==> config.mk <==
export PLATFORM = sky130hd
export DESIGN_NAME = oled_pixel_tx_flat
export DESIGN_NICKNAME = d
export VERILOG_FILES = /design/src/rtl/oled_pkg.sv /design/src/rtl/oled_pixel_tx_if.sv /design/src/rtl/spi_shift16.sv /design/src/rtl/oled_pixel_tx.sv /design/src/flat_wrapper.sv
export SDC_FILE = /design/constraint.sdc
export NUM_CORES = 1
export LEC_CHECK = 0
export ABC_AREA = 1
export ABC_CLOCK_PERIOD_IN_PS = 3400
export CAP_MARGIN = 20
export CELL_PAD_IN_SITES_DETAIL_PLACEMENT = 0
export CELL_PAD_IN_SITES_GLOBAL_PLACEMENT = 2
export CORE_MARGIN = 2
export CORE_UTILIZATION = 25
export CTS_BUF_LIST = sky130_fd_sc_hd__clkbuf_16
export DETAILED_ROUTE_END_ITERATION = 12
export HOLD_SLACK_MARGIN = 0.05
export MAX_ROUTING_LAYER = met4
export PLACE_DENSITY = 0.69
export SLEW_MARGIN = 5
export SYNTH_ARGS = -nofsm -noshare
export SYNTH_HDL_FRONTEND = slang
export SYNTH_SLANG_ARGS = --single-unit
==> constraint.sdc <==
create_clock -name clk -period 3.4 [get_ports clk]
set_input_delay 0.68 -clock clk [delete_from_list [all_inputs] [get_ports clk]]
set_output_delay 0.68 -clock clk [all_outputs]
set_load 0.05 [all_outputs]
==> src/rtl/oled_pkg.sv <==
// Shared definitions for the OLED pixel transmitter: screen geometry,
// colour width, coordinate widths, scan FSM states and colour constants.
package oled_pkg;

    localparam int SCREEN_W   = 96;
    localparam int SCREEN_H   = 64;
    localparam int PIXEL_BITS = 16;

    // Coordinate port widths cover the 96x64 panel.
    localparam int X_BITS = 7;
    localparam int Y_BITS = 6;

    typedef enum logic [1:0] {
        IDLE,
        FETCH,
        SHIFT,
        DONE
    } state_e;

    localparam logic [PIXEL_BITS-1:0] COL_BLACK = 16'h0000;
    localparam logic [PIXEL_BITS-1:0] COL_WHITE = 16'hFFFF;

endpackage

==> src/rtl/oled_pixel_tx_if.sv <==
// Pixel transmitter bus: the frame request and colour come from the
// renderer side, the pixel coordinates and status flow back to it, and the
// SPI pins go out to the panel. The master side is the renderer/pin
// environment. The slave side is the transmitter.
interface oled_pixel_tx_if;
    import oled_pkg::*;

    logic                  frame_req;
    logic [PIXEL_BITS-1:0] pixel_data;
    logic [X_BITS-1:0]     x;
    logic [Y_BITS-1:0]     y;
    logic                  busy;
    logic                  frame_done;
    logic                  cs_n;
    logic                  sclk;
    logic                  mosi;
    logic                  dc;

    modport master (
        output frame_req, pixel_data,
        input  x, y, busy, frame_done, cs_n, sclk, mosi, dc
    );

    modport slave (
        input  frame_req, pixel_data,
        output x, y, busy, frame_done, cs_n, sclk, mosi, dc
    );

endinterface

==> src/rtl/spi_shift16.sv <==
// 16-bit MSB-first SPI serialiser. A load pulse captures a word. Each bit
// then spends CLK_DIV cycles with sclk low followed by CLK_DIV cycles with
// sclk high, and the word shifts at the end of every high phase.
// bit_done_last flags the final cycle of bit 0's high phase.
module spi_shift16
    import oled_pkg::*;
#(
    parameter int CLK_DIV = 2
) (
    input  logic                  clk,
    input  logic                  reset,
    input  logic                  load,
    input  logic [PIXEL_BITS-1:0] data,
    output logic                  bit_done_last,
    output logic                  sclk,
    output logic                  mosi
);

    localparam int               DIV_W    = $clog2(CLK_DIV) + 1;
    localparam logic [DIV_W-1:0] DIV_LAST = DIV_W'(CLK_DIV - 1);
    localparam logic [3:0]       BIT_LAST = 4'(PIXEL_BITS - 1);

    logic [DIV_W-1:0]      div_q, div_d;
    logic [3:0]            bit_cnt_q, bit_cnt_d;
    logic [PIXEL_BITS-1:0] shreg_q, shreg_d;
    logic                  sclk_q, sclk_d;
    logic                  active_q, active_d;
    logic                  phase_end;

    // Next-state logic: load a word, count out each sclk phase, shift after the high phase.
    always_comb begin
        // NOTE: every _d takes its hold value first, so no path leaves one unassigned and no latch is inferred.
        div_d     = div_q;
        bit_cnt_d = bit_cnt_q;
        shreg_d   = shreg_q;
        sclk_d    = sclk_q;
        active_d  = active_q;

        phase_end     = active_q && (div_q == DIV_LAST);
        bit_done_last = phase_end && sclk_q && (bit_cnt_q == BIT_LAST);

        if (load) begin
            shreg_d   = data;
            sclk_d    = 1'b0;
            div_d     = '0;
            bit_cnt_d = '0;
            active_d  = 1'b1;
        end else if (phase_end) begin
            div_d = '0;
            if (!sclk_q) begin
                sclk_d = 1'b1;
            end else if (bit_cnt_q == BIT_LAST) begin
                // Word finished: park with sclk high and mosi on bit 0.
                active_d = 1'b0;
            end else begin
                shreg_d   = {shreg_q[PIXEL_BITS-2:0], 1'b0};
                bit_cnt_d = bit_cnt_q + 4'd1;
                sclk_d    = 1'b0;
            end
        end else if (active_q) begin
            div_d = div_q + DIV_W'(1);
        end
    end

    // Serialiser state registers; reset aborts any word in flight.
    always_ff @(posedge clk or posedge reset) begin
        // NOTE: clocked state uses non-blocking assignments so every flop samples pre-edge values.
        if (reset) begin
            div_q     <= '0;
            bit_cnt_q <= '0;
            shreg_q   <= COL_BLACK;
            sclk_q    <= 1'b1;
            active_q  <= 1'b0;
        end else begin
            div_q     <= div_d;
            bit_cnt_q <= bit_cnt_d;
            shreg_q   <= shreg_d;
            sclk_q    <= sclk_d;
            active_q  <= active_d;
        end
    end

    // mosi is the shift register MSB, so it changes only when sclk falls.
    assign sclk = sclk_q;
    assign mosi = shreg_q[PIXEL_BITS-1];

endmodule

==> src/rtl/oled_pixel_tx.sv <==
// Scan-side pixel driver for the 96x64 RGB565 OLED. The block sweeps (x, y)
// out to a combinational colour source, fetches each colour and sends it
// MSB-first over SPI through spi_shift16. The block sends pixel data only.
// Optional build macro OLED_PIXEL_TX_CONTINUOUS_EN: frames repeat forever
// after the first frame_req, with DONE going straight back to FETCH.
module oled_pixel_tx
    import oled_pkg::*;
#(
    parameter int CLK_DIV  = 2,
    parameter int SCREEN_W = oled_pkg::SCREEN_W,
    parameter int SCREEN_H = oled_pkg::SCREEN_H
) (
    input  logic            clk,
    input  logic            reset,
    oled_pixel_tx_if.slave  bus
);

    localparam logic [X_BITS-1:0] X_LAST = X_BITS'(SCREEN_W - 1);
    localparam logic [Y_BITS-1:0] Y_LAST = Y_BITS'(SCREEN_H - 1);

    state_e            state_q, state_d;
    logic [X_BITS-1:0] x_q, x_d;
    logic [Y_BITS-1:0] y_q, y_d;
    logic              busy_q, busy_d;
    logic              frame_done_q, frame_done_d;
    logic              cs_n_q, cs_n_d;
    logic              load;
    logic              bit_done_last;
    logic              last_pixel;

    spi_shift16 #(
        .CLK_DIV (CLK_DIV)
    ) u_spi (
        .clk           (clk),
        .reset         (reset),
        .load          (load),
        .data          (bus.pixel_data),
        .bit_done_last (bit_done_last),
        .sclk          (bus.sclk),
        .mosi          (bus.mosi)
    );

    // Scan FSM and coordinate counters. Flags are decoded from the next state so they are registered.
    always_comb begin
        state_d = state_q;
        x_d     = x_q;
        y_d     = y_q;
        load    = 1'b0;

        last_pixel = (x_q == X_LAST) && (y_q == Y_LAST);

        case (state_q)
            IDLE: begin
                if (bus.frame_req) begin
                    x_d     = '0;
                    y_d     = '0;
                    state_d = FETCH;
                end
            end
            FETCH: begin
                // The colour for (x, y) is valid now. Capture it at this edge.
                load    = 1'b1;
                state_d = SHIFT;
            end
            SHIFT: begin
                if (bit_done_last) begin
                    if (last_pixel) begin
                        x_d     = '0;
                        y_d     = '0;
                        state_d = DONE;
                    end else if (x_q == X_LAST) begin
                        x_d     = '0;
                        y_d     = y_q + Y_BITS'(1);
                        state_d = FETCH;
                    end else begin
                        x_d     = x_q + X_BITS'(1);
                        state_d = FETCH;
                    end
                end
            end
            DONE: begin
`ifdef OLED_PIXEL_TX_CONTINUOUS_EN
                x_d     = '0;
                y_d     = '0;
                state_d = FETCH;
`else
                state_d = IDLE;
`endif
            end
            default: state_d = IDLE;
        endcase

        busy_d       = (state_d != IDLE);
        frame_done_d = (state_d == DONE);
        cs_n_d       = (state_d == IDLE) || (state_d == DONE);
    end

    // State, coordinates and status flags. Reset aborts a frame at once.
    always_ff @(posedge clk or posedge reset) begin
        if (reset) begin
            state_q      <= IDLE;
            x_q          <= '0;
            y_q          <= '0;
            busy_q       <= 1'b0;
            frame_done_q <= 1'b0;
            cs_n_q       <= 1'b1;
        end else begin
            state_q      <= state_d;
            x_q          <= x_d;
            y_q          <= y_d;
            busy_q       <= busy_d;
            frame_done_q <= frame_done_d;
            cs_n_q       <= cs_n_d;
        end
    end

    assign bus.x          = x_q;
    assign bus.y          = y_q;
    assign bus.busy       = busy_q;
    assign bus.frame_done = frame_done_q;
    assign bus.cs_n       = cs_n_q;
    assign bus.dc         = 1'b1;

endmodule

==> src/flat_wrapper.sv <==
// flat-port wrapper written by rule: the top's interface ports become plain ports
module oled_pixel_tx_flat import oled_pkg::*;
#(
    parameter int CLK_DIV  = 2,
    parameter int SCREEN_W = oled_pkg::SCREEN_W,
    parameter int SCREEN_H = oled_pkg::SCREEN_H
)
  (clk, reset, bus_frame_req, bus_pixel_data, bus_x, bus_y, bus_busy, bus_frame_done, bus_cs_n, bus_sclk, bus_mosi, bus_dc);
  oled_pixel_tx_if bus_i ();
  input  logic clk;
  input  logic reset;
  input wire logic [$bits(bus_i.frame_req)-1:0] bus_frame_req;
  input wire logic [$bits(bus_i.pixel_data)-1:0] bus_pixel_data;
  output wire logic [$bits(bus_i.x)-1:0] bus_x;
  output wire logic [$bits(bus_i.y)-1:0] bus_y;
  output wire logic [$bits(bus_i.busy)-1:0] bus_busy;
  output wire logic [$bits(bus_i.frame_done)-1:0] bus_frame_done;
  output wire logic [$bits(bus_i.cs_n)-1:0] bus_cs_n;
  output wire logic [$bits(bus_i.sclk)-1:0] bus_sclk;
  output wire logic [$bits(bus_i.mosi)-1:0] bus_mosi;
  output wire logic [$bits(bus_i.dc)-1:0] bus_dc;
  assign bus_i.frame_req = bus_frame_req;
  assign bus_i.pixel_data = bus_pixel_data;
  assign bus_x = bus_i.x;
  assign bus_y = bus_i.y;
  assign bus_busy = bus_i.busy;
  assign bus_frame_done = bus_i.frame_done;
  assign bus_cs_n = bus_i.cs_n;
  assign bus_sclk = bus_i.sclk;
  assign bus_mosi = bus_i.mosi;
  assign bus_dc = bus_i.dc;
  oled_pixel_tx #(.CLK_DIV(CLK_DIV), .SCREEN_W(SCREEN_W), .SCREEN_H(SCREEN_H)) u_core (.clk(clk), .reset(reset), .bus(bus_i));
endmodule
---- Word level (Yosys, flattened, before mapping) ----
Index checks and enable logic that the tools add are counted.
word-level totals
  flip-flop bits (word level) ............. 42
  memory bits (writable) .................. 0
  bits in read-only memories .............. 0
  memories ................................ 0
  latch bits .............................. 0
  input bits .............................. 19
  output and inout port bits .............. 19
  logic and storage cells ................. 78
cells by class
  shift-type cells ........................ 0
  equal/unequal tests ..................... 12
  $mul .................................... 0
  bitwise logic cells ..................... 0
  $add $sub $neg .......................... 4
  divide/modulo/power cells ............... 0
  magnitude comparators ................... 0
  reductions and logical operators ........ 17
  multiplexer cells ....................... 34
operators with widths
  cell                                            count
  two-way mux 16 bit                              4
  two-way mux 7 bit                               4
  two-way mux 6 bit                               4
  two-way mux 4 bit                               4
  one-hot mux 7 bit (2 select lines)              1
  two-way mux 2 bit                               6
  one-hot mux 6 bit (2 select lines)              1
  nonzero test 2 bit                              5
  two-way mux 1 bit                               9
  AND reduction 3 bit                             3
  one-hot mux 2 bit (4 select lines)              1
  adder 7 x 1 -> 7 bit (second input constant)    1
  == test 7 bit (second input constant)           1
  adder 6 x 1 -> 6 bit (second input constant)    1
  == test 2 bit (second input constant)           3
  == test 6 bit (second input constant)           1
  adder 4 x 1 -> 4 bit (second input constant)    1
  == test 2 x 1 -> 1 bit (second input constant)  2
  == test 4 bit (second input constant)           1
  logical AND 1 bit                               4
  zero test 2 bit                                 2
  != test 2 x 1 -> 1 bit (second input constant)  2
  AND reduction 4 bit                             1
  != test 3 x 1 -> 1 bit (second input constant)  1
  other kinds (4)                                 4

---- Depth between registers and ports, before layout ----
  depth in word-level cells ............... 8
  depth in mapped cells ................... 9
  gate-level depth less buffers ........... 9

---- Hierarchy ----
A second synthesis with hierarchy kept.
second synthesis, totals
  cells, all modules ...................... 302
  area total of the unflattened synthesis .. 2356.0 um^2
by module, submodules not included
  module         area an instance (um^2)  times used  sequential area each (um^2)  cells each
  spi_shift16    1317.5                   1           601.8                        171
  oled_pixel_tx  1038.5                   1           451.7                        131

---- Worst setup path after synthesis ----
Ideal clock, no wire load.
  kind .................................... reg2reg
  start point ............................. register u_core.x_q[0] (netlist: u_core.bus.x[0])
  end point ............................... register u_core.cs_n_q (netlist: u_core.bus.cs_n)
  arrival time ............................ 1.856 ns
  data required time ...................... 3.342 ns
  library setup time ...................... 0.058 ns
  buffers on the path ..................... 0
  cell stages (with the launch flop) ...... 10
  path slack .............................. 1.486 ns
  period minus slack after synthesis ...... 1.914 ns
  cell sequence ........................... dfrtp_1 -> ha_1 -> nand3_2 -> nor2_4 -> nand2_1 -> nand2_1 -> nand2_1 -> nand2_1 -> ha_1 -> inv_1
between the ends
  longest elaborated chain between the ends .. 7
  elaborated cells between the ends (all ways) .. 8
  classes of those cells .................. 2 x eq/ne; 3 x mux; 3 x reduce/logical
ends and longest elaborated chain
  what                                              line                  text
  from (decl)                                       oled_pixel_tx.sv:22   logic [X_BITS-1:0] x_q, x_d;
  from (signal assigned)                            oled_pixel_tx.sv:102  x_q <= '0;
  from (signal assigned)                            oled_pixel_tx.sv:109  x_q <= x_d;
  == test 7 bit *                                   oled_pixel_tx.sv:50   last_pixel = (x_q == X_LAST) && (y_q == Y_LAST);
  logical AND 1 bit *                               oled_pixel_tx.sv:50
  two-way mux 2 bit *                               oled_pixel_tx.sv:67   if (last_pixel) begin
  two-way mux 2 bit *                               oled_pixel_tx.sv:66   if (bit_done_last) begin
  one-hot mux 2 bit (4 select lines) *              oled_pixel_tx.sv:52   case (state_q)
  == test 2 bit or zero test 2 bit (tied branches)  oled_pixel_tx.sv:95   cs_n_d = (state_d == IDLE) || (state_d == DONE);
  logical OR 1 bit *                                oled_pixel_tx.sv:95
  named net u_core.cs_n_d                           oled_pixel_tx.sv:26   logic cs_n_q, cs_n_d;
  to (signal assigned)                              oled_pixel_tx.sv:113  cs_n_q <= cs_n_d;
  to (decl)                                         oled_pixel_tx.sv:26
Mark *: on every way through the listed nets, which the timed path passes. The rest lies on a longest branch.
A chain may end at the register's enable or synchronous reset.

---- Worst setup path in the final report ----
  start point ............................. register u_core.u_spi.sclk_q (netlist: u_core.u_spi.sclk)
  end point ............................... output bus_sclk
RTL lines
  what                    line                text
  from (decl)             spi_shift16.sv:26   logic sclk_q, sclk_d;
  from (signal assigned)  spi_shift16.sv:78   sclk_q <= sclk_d;
  to (decl)               flat_wrapper.sv:19  output wire logic [$bits(bus_i.sclk)-1:0] bus_sclk;
No word-level cell between the ends.

==> flow_summary.yaml <==
place:
  dp_hpwl_microns: 3490
  dp.cells: 399
  place_congestion: 0.743
  portBuffers: 36
drt:
  via_count: 1814
  via_per_inst: 4.45
  final_antenna_net_count: 0
  wirelength_microns: 5040
  drtPass1Iterations: 4
  wl_per_cell_microns: 12.4
  drcViolationCount: 0
  drt_iter0_markers: 72
setup_path:
  cp_top_family: "buffers and inverters"
  cp_cell_sequence: "clkdlybuf4s50_1"
  cp-start-kind: "flip-flop"
  cpMaxStageDelayCell: "clkdlybuf4s50_1"
  end_kind: "output port"
  slowest_delay_ns: 0.80
  cp.arrival_ns: 1.64
  r2r-start: "u_core.bus.x[0]"
  path_max_fanout: 4
  crit_start: "u_core.u_spi.sclk"
  cp_num_buf_inv: 1
  path_class: "reg -> out"
  crit_required_ns: 2.72
floorplan:
  core_sq_um: 8260
  rows: 33
  pin_count: 38
  dieArea_sq_um: 9310
  die_w_microns: 96.5
  start_util_pct: 25.9
  die_h_microns: 96.5
sta:
  fmax_mhz: 430
  skew_ns: 0.00440
  drv_slew: 0
  hold_violations: 0
  fin_crit_sh_pct: 68.4
  rsz0062_at_grt: "no"
  period_minus_slack_ns: 2.32
  tightest_slew_ns: 0.634
  fin_setup_tns_ns: 0
  slew_headroom_pct: 57.7
  finalSetupViolCount: 0
synth:
  syn_inst: 263
  mappedNetlistNets: 286
  synth_top_area_share_pct: 46.8
  synth.most_common_cell: "nand2_1"
  avgSynthCellArea_sq_um: 8.14
  synthTopCellsByCount: "nand2_1 (87), nand3_1 (44), dfrtp_1 (40)"
  ys.flop_type: "dfrtp_1"
  syn-cell-area_sq_um: 2140
  synth-warning-count: 0
  ys_ff_latch: 42
  synth_area_leaders: "dfrtp_1 (47%), nand2_1 (15%), nand3_1 (10%)"
  synth.distinct_cells: 31
  synth_seq_area_share_pct: 49.2
  synth-async-reset-ratio_pct: 100
  synth-edff-count: 0
  synth_top_area_cell: "dfrtp_1"
global_route:
  grt_pass1_wl_microns: 8250
  antenna_found_initial: 0
  grt-ovfl-total: 0
  grt_pass1_vias: 1655
  track_usage_pct: 12.1
  grt_start_max_net_pins: 26
hold_path:
  hold_class: "reg -> reg"
  min_from: "u_core.u_spi.shreg_q[2]"
layout:
  fin_cells: 408
  drive_gt1_share_pct: 11.6
  area_delta_synth_final_pct: 29.1
  insertedDiodeCount: 0
  nNetsFinal: 325
status:
  status: "complete, no violations"
clocking:
  cts-resized-gates: 0
  cts_buffers: 5
  clk_pin_slew_worst_paths_ns: 0.06
  cts_buffer_depth: 2
  cts_root_buf: "clkbuf_16"
  cts-htree-levels: 2
  cts_hold_buf: 0
  cts_tree: "built"
  post_cts_buffers: 0
  insertion_delay_ns: 0.29
  clock-sinks: 42
power_and_ir_drop:
  p_per_area_nw_per_um2: 367
  peakVddDrop_mv: 0.167
  p_leak_nw: 1.31
run:
  maxCapViolations: 0
-- routing by layer --
layer / wire, microns / share of wire (%) / track usage [%] / up-vias
li1: - / - / - / 933
met1: 2510 / 50 / 16.0 / 838
met2: 2240 / 44 / 17.9 / 36
met3: 203 / 4.0 / 2.56 / 7
met4: 85 / 1.7 / 5.28 / 0
met5: 0 / 0 / - / -
-- cell type report --
class                      count  area [sq um]
multi-input combinational    193           952
sequential                    42          1050
clock inverter                 3          12.5
inverter                      20          77.6
clock buffer                   5           125
timing repair buffer          40           410
tap                          105           131
fill                         907          5500
-- placed cells by master, fill, tap and decap left out, drive strengths merged, types with 2 or more instances in the layout --
cell            n
a21oi           6
buf             4
clkbuf          5
clkdlybuf4s50  36
clkinv          3
dfrtp          40
dfstp           2
ha              4
inv            20
nand2          91
nand3          48
nand4           3
nor2           25
nor3            4
o21ai           4
xor2            2
-- registers in the layout, summed over array words and instances, names as in the netlist --
| signal | flops |
|---|---|
| u_core.bus.busy | 1 |
| u_core.bus.cs_n | 1 |
| u_core.bus.frame_done | 1 |
| u_core.bus.x | 7 |
| u_core.bus.y | 6 |
| u_core.state_q | 2 |
| u_core.u_spi.active_q | 1 |
| u_core.u_spi.bit_cnt_q | 4 |
| u_core.u_spi.div_q | 2 |
| u_core.u_spi.sclk | 1 |
| u_core.u_spi.shreg_q | 16 |
-- worst paths after layout --
path | slack (ns) | to | cells after the start
worst min register to register | 0.48 | u_core.u_spi.shreg_q[2] | 2
worst max-delay path | 1.08 | bus_sclk | 1
worst max register to register | 1.59 | u_core.bus.cs_n | 9
worst min-delay path | 0.48 | u_core.u_spi.shreg_q[2] | 2
max in group asynchronous | 2.16 | u_core.bus.cs_n | 4
min in group asynchronous | 0.59 | u_core.u_spi.shreg_q[7] | 2
-- per-stage QoR --
stage	hold slack (ns)	utilization, %	area (sq um)	worst slack (ns)	power (mW)
6_report	0.483	33.5	2760	1.08	1.01
5_1_grt	0.502	33.5	2760	1.04	1.05
3_3_place_gp	0.469	31.5	2600	1.38	0.556
4_1_cts	0.488	33.1	2740	1.06	1.02
3_5_place_dp	0.474	31.5	2600	1.37	0.555
2_1_floorplan	0.452	-	2140	1.49	0.527
-- power breakdown --
part	total (mW)	switching, mW	internal, mW
clock	0.465	0.199	0.266
sequential	0.504	0.00131	0.502
combinational	0.0451	0.0204	0.0248
total	1.01	0.220	0.793
-- worst reg2reg max path, stage by stage, from the launching register on --
cell     delay, ns
dfrtp_1       0.47
ha_1          0.24
nand3_2       0.14
nor2_4        0.23
nand2_1       0.15
nand2_1       0.11
nand2_1       0.07
nand2_1       0.08
ha_1          0.22
inv_1         0.05
-- cell families after synthesis --
logic type | Yosys count | share of synthesized area, %
adder cells (fa/ha/maj) | 4 | 2.34
other | 1 | 0.175
AO/OA/AOI/OAI | 12 | 3.68
buffers and inverters | 28 | 6.26
AND/OR/NAND/NOR | 173 | 37.1
XOR/XNOR | 3 | 1.23
flip-flops | 42 | 49.2
Note: power is estimated with default switching activity, not from simulation.
